--- src/rtl/ser_ready_sequencer.sv ---
// rtl/ser_ready_sequencer.sv - walks a layer's neurons in order, offering each one once its ready bit is set
//
// Optional feature macro: SER_READY_TIMEOUT_EN
//   When it is defined, a neuron that stays un-transferred for TIMEOUT_CYCLES
//   SCAN cycles is skipped, and its bit is set in o_skip_mask.
//   When it is undefined, the sequencer waits indefinitely and o_skip_mask stays 0.
//
// Ports:
//   i_clk                      clock, rising edge
//   i_rst_n                    synchronous active-low reset
//   i_start                    request a pass; accepted only in IDLE when i_layer_id == LAYER_ID
//   i_layer_id[31:0]           layer currently being serialized
//   i_next_layer_output_ready  per-neuron ready bits (NUM_NEURON wide)
//   i_take                     consumer accepts the offered neuron
//   o_ready                    current neuron is ready and offered (SCAN only)
//   o_neuron_id[31:0]          current or last neuron index, zero-extended
//   o_busy                     pass in progress (SCAN or DONE)
//   o_done                     one-cycle pulse when the pass completes
//   o_skip_mask                sticky per-neuron timeout flags (NUM_NEURON wide)
module ser_ready_sequencer #(
  parameter int LAYER_ID       = 1,
  parameter int NUM_NEURON     = 30,
  parameter int TIMEOUT_CYCLES = 16
) (
  input  logic                  i_clk,
  input  logic                  i_rst_n,
  input  logic                  i_start,
  input  logic [31:0]           i_layer_id,
  input  logic [NUM_NEURON-1:0] i_next_layer_output_ready,
  input  logic                  i_take,
  output logic                  o_ready,
  output logic [31:0]           o_neuron_id,
  output logic                  o_busy,
  output logic                  o_done,
  output logic [NUM_NEURON-1:0] o_skip_mask
);

  localparam int IDX_W = (NUM_NEURON > 1) ? $clog2(NUM_NEURON) : 1;
  localparam logic [IDX_W-1:0] LAST_IDX = IDX_W'(NUM_NEURON - 1);

  typedef enum logic [1:0] {
    IDLE,
    SCAN,
    DONE
  } state_t;

  state_t           state_q, state_d;
  logic [IDX_W-1:0] idx_q, idx_d;

  logic start_ok;
  logic xfer;
  logic timeout;
  logic advance;

  assign start_ok = (state_q == IDLE) && i_start && (i_layer_id == 32'(LAYER_ID));
  assign xfer     = (state_q == SCAN) && i_next_layer_output_ready[idx_q] && i_take;
  // A timeout only matters when no transfer happens in the same cycle;
  // a simultaneous transfer wins and leaves the skip bit clear.
  assign advance  = xfer || timeout;

`ifdef SER_READY_TIMEOUT_EN
  localparam logic [15:0] TO_LAST = 16'(TIMEOUT_CYCLES - 1);

  logic [15:0]           cnt_q, cnt_d;
  logic [NUM_NEURON-1:0] mask_q, mask_d;

  // Fires on the TIMEOUT_CYCLES-th waiting cycle at the current index,
  // so a stuck neuron occupies exactly TIMEOUT_CYCLES SCAN cycles.
  assign timeout = (state_q == SCAN) && !xfer && (cnt_q == TO_LAST);

  always_comb begin
    cnt_d  = cnt_q;
    mask_d = mask_q;
    if (start_ok) begin
      cnt_d  = '0;
      mask_d = '0;
    end else if (state_q == SCAN) begin
      if (advance) begin
        cnt_d = '0;
      end else begin
        cnt_d = cnt_q + 16'd1;
      end
      if (timeout) begin
        mask_d[idx_q] = 1'b1;
      end
    end
  end

  always_ff @(posedge i_clk) begin
    if (!i_rst_n) begin
      cnt_q  <= '0;
      mask_q <= '0;
    end else begin
      cnt_q  <= cnt_d;
      mask_q <= mask_d;
    end
  end

  assign o_skip_mask = mask_q;
`else
  assign timeout     = 1'b0;
  assign o_skip_mask = '0;
`endif

  always_comb begin
    state_d = state_q;
    idx_d   = idx_q;
    o_ready = 1'b0;
    o_done  = 1'b0;
    case (state_q)
      IDLE: begin
        if (start_ok) begin
          state_d = SCAN;
          idx_d   = '0;
        end
      end
      SCAN: begin
        o_ready = i_next_layer_output_ready[idx_q];
        if (advance) begin
          if (idx_q == LAST_IDX) begin
            state_d = DONE;
          end else begin
            idx_d = idx_q + 1'b1;
          end
        end
      end
      DONE: begin
        o_done  = 1'b1;
        state_d = IDLE;
      end
      default: begin
        state_d = IDLE;
      end
    endcase
  end

  always_ff @(posedge i_clk) begin
    if (!i_rst_n) begin
      state_q <= IDLE;
      idx_q   <= '0;
    end else begin
      state_q <= state_d;
      idx_q   <= idx_d;
    end
  end

  // The index is left untouched in DONE and IDLE, so the last neuron stays visible.
  assign o_neuron_id = {{(32 - IDX_W){1'b0}}, idx_q};
  assign o_busy      = (state_q != IDLE);

endmodule
--- config.mk ---
export PLATFORM = sky130hd
export DESIGN_NAME = ser_ready_sequencer
export DESIGN_NICKNAME = d
export VERILOG_FILES = /design/src/rtl/ser_ready_sequencer.sv
export SDC_FILE = /design/constraint.sdc
export NUM_CORES = 1
export LEC_CHECK = 0
export CORE_UTILIZATION = 30
export DETAILED_ROUTE_END_ITERATION = 8
export DONT_BUFFER_PORTS = 1
export GPL_ROUTABILITY_DRIVEN = 0
export PLACE_DENSITY = 0.42
export SYNTH_ARGS = -nofsm -noshare
export SYNTH_HDL_FRONTEND = slang
export SYNTH_SLANG_ARGS = --single-unit
export TNS_END_PERCENT = 1
--- constraint.sdc ---
create_clock -name i_clk -period 5.34 [get_ports i_clk]
set_input_delay 0.801 -clock i_clk [delete_from_list [all_inputs] [get_ports i_clk]]
set_output_delay 0.801 -clock i_clk [all_outputs]
set_load 0.01 [all_outputs]
======== Word level (Yosys, flattened, before mapping) ========
Cells that the tools add are included.
W data, S select, Z words.
word-level totals
  logic and storage cells ................. 33
  input bits .............................. 66
  register bits ........................... 7
cells by class
  reductions and logical operators ........ 9
  order comparisons ....................... 1
  equal/unequal tests ..................... 8
  add/sub/neg operators ................... 1
  multiplexer cells ....................... 12
operators with widths
  cell                   count
  $eq A32 B1 Y1 const B  1
  $mux W5                3
  $pmux W5 S2            1
  $lt A5 B6 Y1 const B   1
  $mux W2                3
  $ne A2 B2 Y1 const B   3
  $add A5 B1 Y5 const B  1
  $bmux W1 S5            1
  $eq A5 B5 Y1 const B   1
  $logic_and A1 B1 Y1    4
  $pmux W2 S2            1
  $reduce_and A4 Y1      1
  $reduce_bool A2 Y1     2
  $mux W1                3
  $reduce_and A3 Y1      1
  $eq A2 B1 Y1 const B   1
  $eq A2 B2 Y1 const B   1
  $logic_not A2 Y1       1
  $ne A2 B1 Y1 const B   1

======== Longest topological paths before layout ========
  word-level depth ........................ 6
  gate-level depth with buffers ........... 8
  depth with buffers taken out ............ 6

======== Worst setup path before layout ========
OpenSTA, ideal clock, no wires.
  path kind ............................... input-to-output
  from .................................... input i_next_layer_output_ready[9]
  to ...................................... output o_ready
  data required time ...................... 4,539 ps
  path buffers ............................ 0
  arrival time ............................ 2,130 ps
  cell stages on the path ................. 4
  setup slack ............................. 2,409 ps
  path through ............................ mux4_1 -> and3b_1 -> or4_4 -> and4_1
on the way
  longest elaborated chain between the ends .. 3
ends and longest elaborated chain
  what                           RTL line  text
  start, declared                29        input logic [NUM_NEURON-1:0] i_next_layer_output_ready,
  $bmux W1 S5                    118       o_ready = i_next_layer_output_ready[idx_q];
  $mux W1 (implied by the code)  118
  $mux W1                        110       case (state_q)
  end, declared                  31        output logic o_ready,
No other way between the ends. The select of a mux whose other input is x is not followed.

======== Worst setup path after layout ========
  from .................................... register idx_q[0]
  to ...................................... output o_ready
on the way
  longest elaborated chain between the ends .. 3
ends and longest elaborated chain
  what                           RTL line  text
  start, declared                48        logic [IDX_W-1:0] idx_q, idx_d;
  start signal, assigned         143       idx_q <= idx_d;
  $bmux W1 S5                    118
  $mux W1 (implied by the code)  118
  $mux W1                        110
No other way between the ends. The select of a mux whose other input is x is not followed.

==> qor.yml <==
placement:
  post-place-ws_ns: 2.22
  hpwlAfterDp_um: 1940
  place_area_um2: 1040
  portBuffers: 0
  place_inst: 186
final_layout:
  drive_above_1_share: 0.106
  layout.cells.most_common_list: "57 x conb_1, 7 x mux2i_1, 7 x dfxtp_1, 6 x nand3_1, 5 x nor4_1"
  finish.net_count: 211
  antennaDiodeCount: 0
  post-route-cell-area_um2: 1080
  layout_commonest_cell: "conb_1"
  area_delta_synth_final_pct: -11.7
  final_core_util: 0.285
  fin_cells: 190
global_route:
  grt_first_pass_wirelength_um: 3180
  grt_max_degree: 20
  grt_usage: 0.0961
  grt_pass1_vias: 683
  overflow: 0
  antenna_found_initial: 0
critical_path:
  cp_top_family: "simple AND/OR/NAND/NOR gates"
  arrival_ns: 2.57
  path_max_fanout: 14
  worstPathCellList: "mux4_1, and3b_1, or4_4, and4_1"
  crit_cells: 4
  worstSetupPathType: "flip-flop to output port"
  slowest_delay_ns: 0.77
  worstPathRequired_ns: 4.54
  endpoint_kind: "output port"
  r2r_cells: 6
  cp_slowest_cell: "dfxtp_1"
  crit_buf_inv: 0
  start_kind: "flip-flop"
yosys:
  synth_area_um2: 1230
  synth_warnings: 0
  synthCells: 144
  synthArstFlopShare: 0
  synthFlopType: "dfxtp_1"
  synth_area_per_cell_um2: 8.52
  synth_area_leaders: "buf_4 35%, dfxtp_1 11%, mux2i_1 5.7%, mux4_2 5.5%, nor4_1 2.5%"
  synth_cell_types: 41
  yosys.area.top_type_share: 0.355
  synth_seq_area_share: 0.114
  synth_edf_count: 0
  ys_ff_latch: 7
  yosysTopAreaCell: "buf_4"
sta:
  max_freq_mhz: 297
  setup_viol: 0
  clock_skew_ns: 0.00226
  fin_ws_ns: 1.97
  worstMarginPinSlew_ns: 0.784
  max_slew_margin: 0.477
  finalHoldViolations: 0
  holdWs_ns: 0.584
  rsz0062_at_grt: "false"
  period_share: 0.631
  setup_tns_ns: 0
  slew_viol_final: 0
  period_needed_ns: 3.37
floorplan:
  die_h_um: 66.0
  initial_core_util: 0.323
  ioPinCount: 131
  rows: 22
  die_w_um: 66.0
  core_area_um2: 3800
  die-area_um2: 4350
cts:
  clk_path_buf_depth: 2
  cts_hold_buffers: 0
  cts_tree: "done"
  htreeDepth: 1
  insertion_delay_ns: 0.23
  cts.sinks: 7
  post_cts_buffers: 0
  cts_resized: 0
  clk_pin_slew_ns: 0.04
  cts_root_buf: "clkbuf_8"
  numCtsBuffers: 3
power:
  peakVddDrop_mv: 0.124
  p_total_mw: 0.158
  p_leak_nw: 0.441
  power_density_nw_per_um2: 146
drt:
  wl_per_cell_um: 12.2
  drt_iter0_drc: 4
  final_antenna_net_count: 0
  vias_per_cell: 4.57
  first_pass_iters: 4
  via_count: 869
  wl_um: 2310
  drc_errors: 0
run:
  maxCapViolations: 0
worst_hold_path:
  holdPathStages: 2
  hp-class: "flip-flop to flip-flop"
run_status:
  status: "finished, final reports clean"
## synth_stat cells, drive strengths merged, types with 2 or more instances
| cell type | count |
|---|---|
| buf | 60 |
| dfxtp | 7 |
| mux2i | 7 |
| nand3 | 6 |
| nand4 | 5 |
| nor4 | 5 |
| mux4 | 4 |
| nand2 | 4 |
| or4 | 4 |
| mux2 | 3 |
| nand3b | 3 |
| nor2 | 3 |
| o211ai | 3 |
| a21boi | 2 |
| a22o | 2 |
| clkbuf | 2 |
| ha | 2 |
| nor2b | 2 |
| nor3 | 2 |
| nor4b | 2 |
| o22ai | 2 |
| or3 | 2 |
## area by class of cell
cell class | count | area (µm²)
fill | 412 | 2720
clock buffer | 4 | 45.0
multi-input combinational | 130 | 835
inverter | 1 | 3.75
tap | 48 | 60.1
sequential | 7 | 140
## power breakdown
part	switching [mW]	leakage (nW)	internal, mW
Clock	0.0252	0.0228	0.0518
Sequential	0.0000000000115	0.0563	0.0525
Combinational	0.0219	0.362	0.00684
## logic make-up after synthesis
group	count (synthesis)	synth area share
DFF	7	0.114
adders and majority gates	2	0.0204
buffers and inverters	63	0.377
AOI/OAI and AO/OA	13	0.0907
other	1	0.00306
muxes	14	0.161
and+or+nand+nor	44	0.233
## worst min-delay path, stage by stage, from the launching register on
cell,delay (ns)
dfxtp_1,0.38
o211ai_1,0.11
nand3_1,0.06
## flip-flops by register name, summed over array words and instances (netlist names)
signal / flops
idx_q: 5
state_q: 2
## layer usage
layer  global-route usage  up-vias  wire, µm
met5                    0        -         0
met4               0.0399        0        36
met3               0.0259        5       175
met2                0.165       57      1240
met1                0.112      398       864
li1                     -      409         -
## path summary, 6_finish.rpt
check | start | to | slack, ns
setup / recovery | idx_q[0]$_SDFFE_PN0P_ | o_ready | 1.97
hold reg to reg | state_q[1]$_SDFFE_PN0P_ | idx_q[4]$_SDFFE_PN0P_ | 0.58
hold / removal | state_q[1]$_SDFFE_PN0P_ | idx_q[4]$_SDFFE_PN0P_ | 0.58
setup reg to reg | idx_q[0]$_SDFFE_PN0P_ | idx_q[0]$_SDFFE_PN0P_ | 2.69
(Power assumes the default switching activity.)
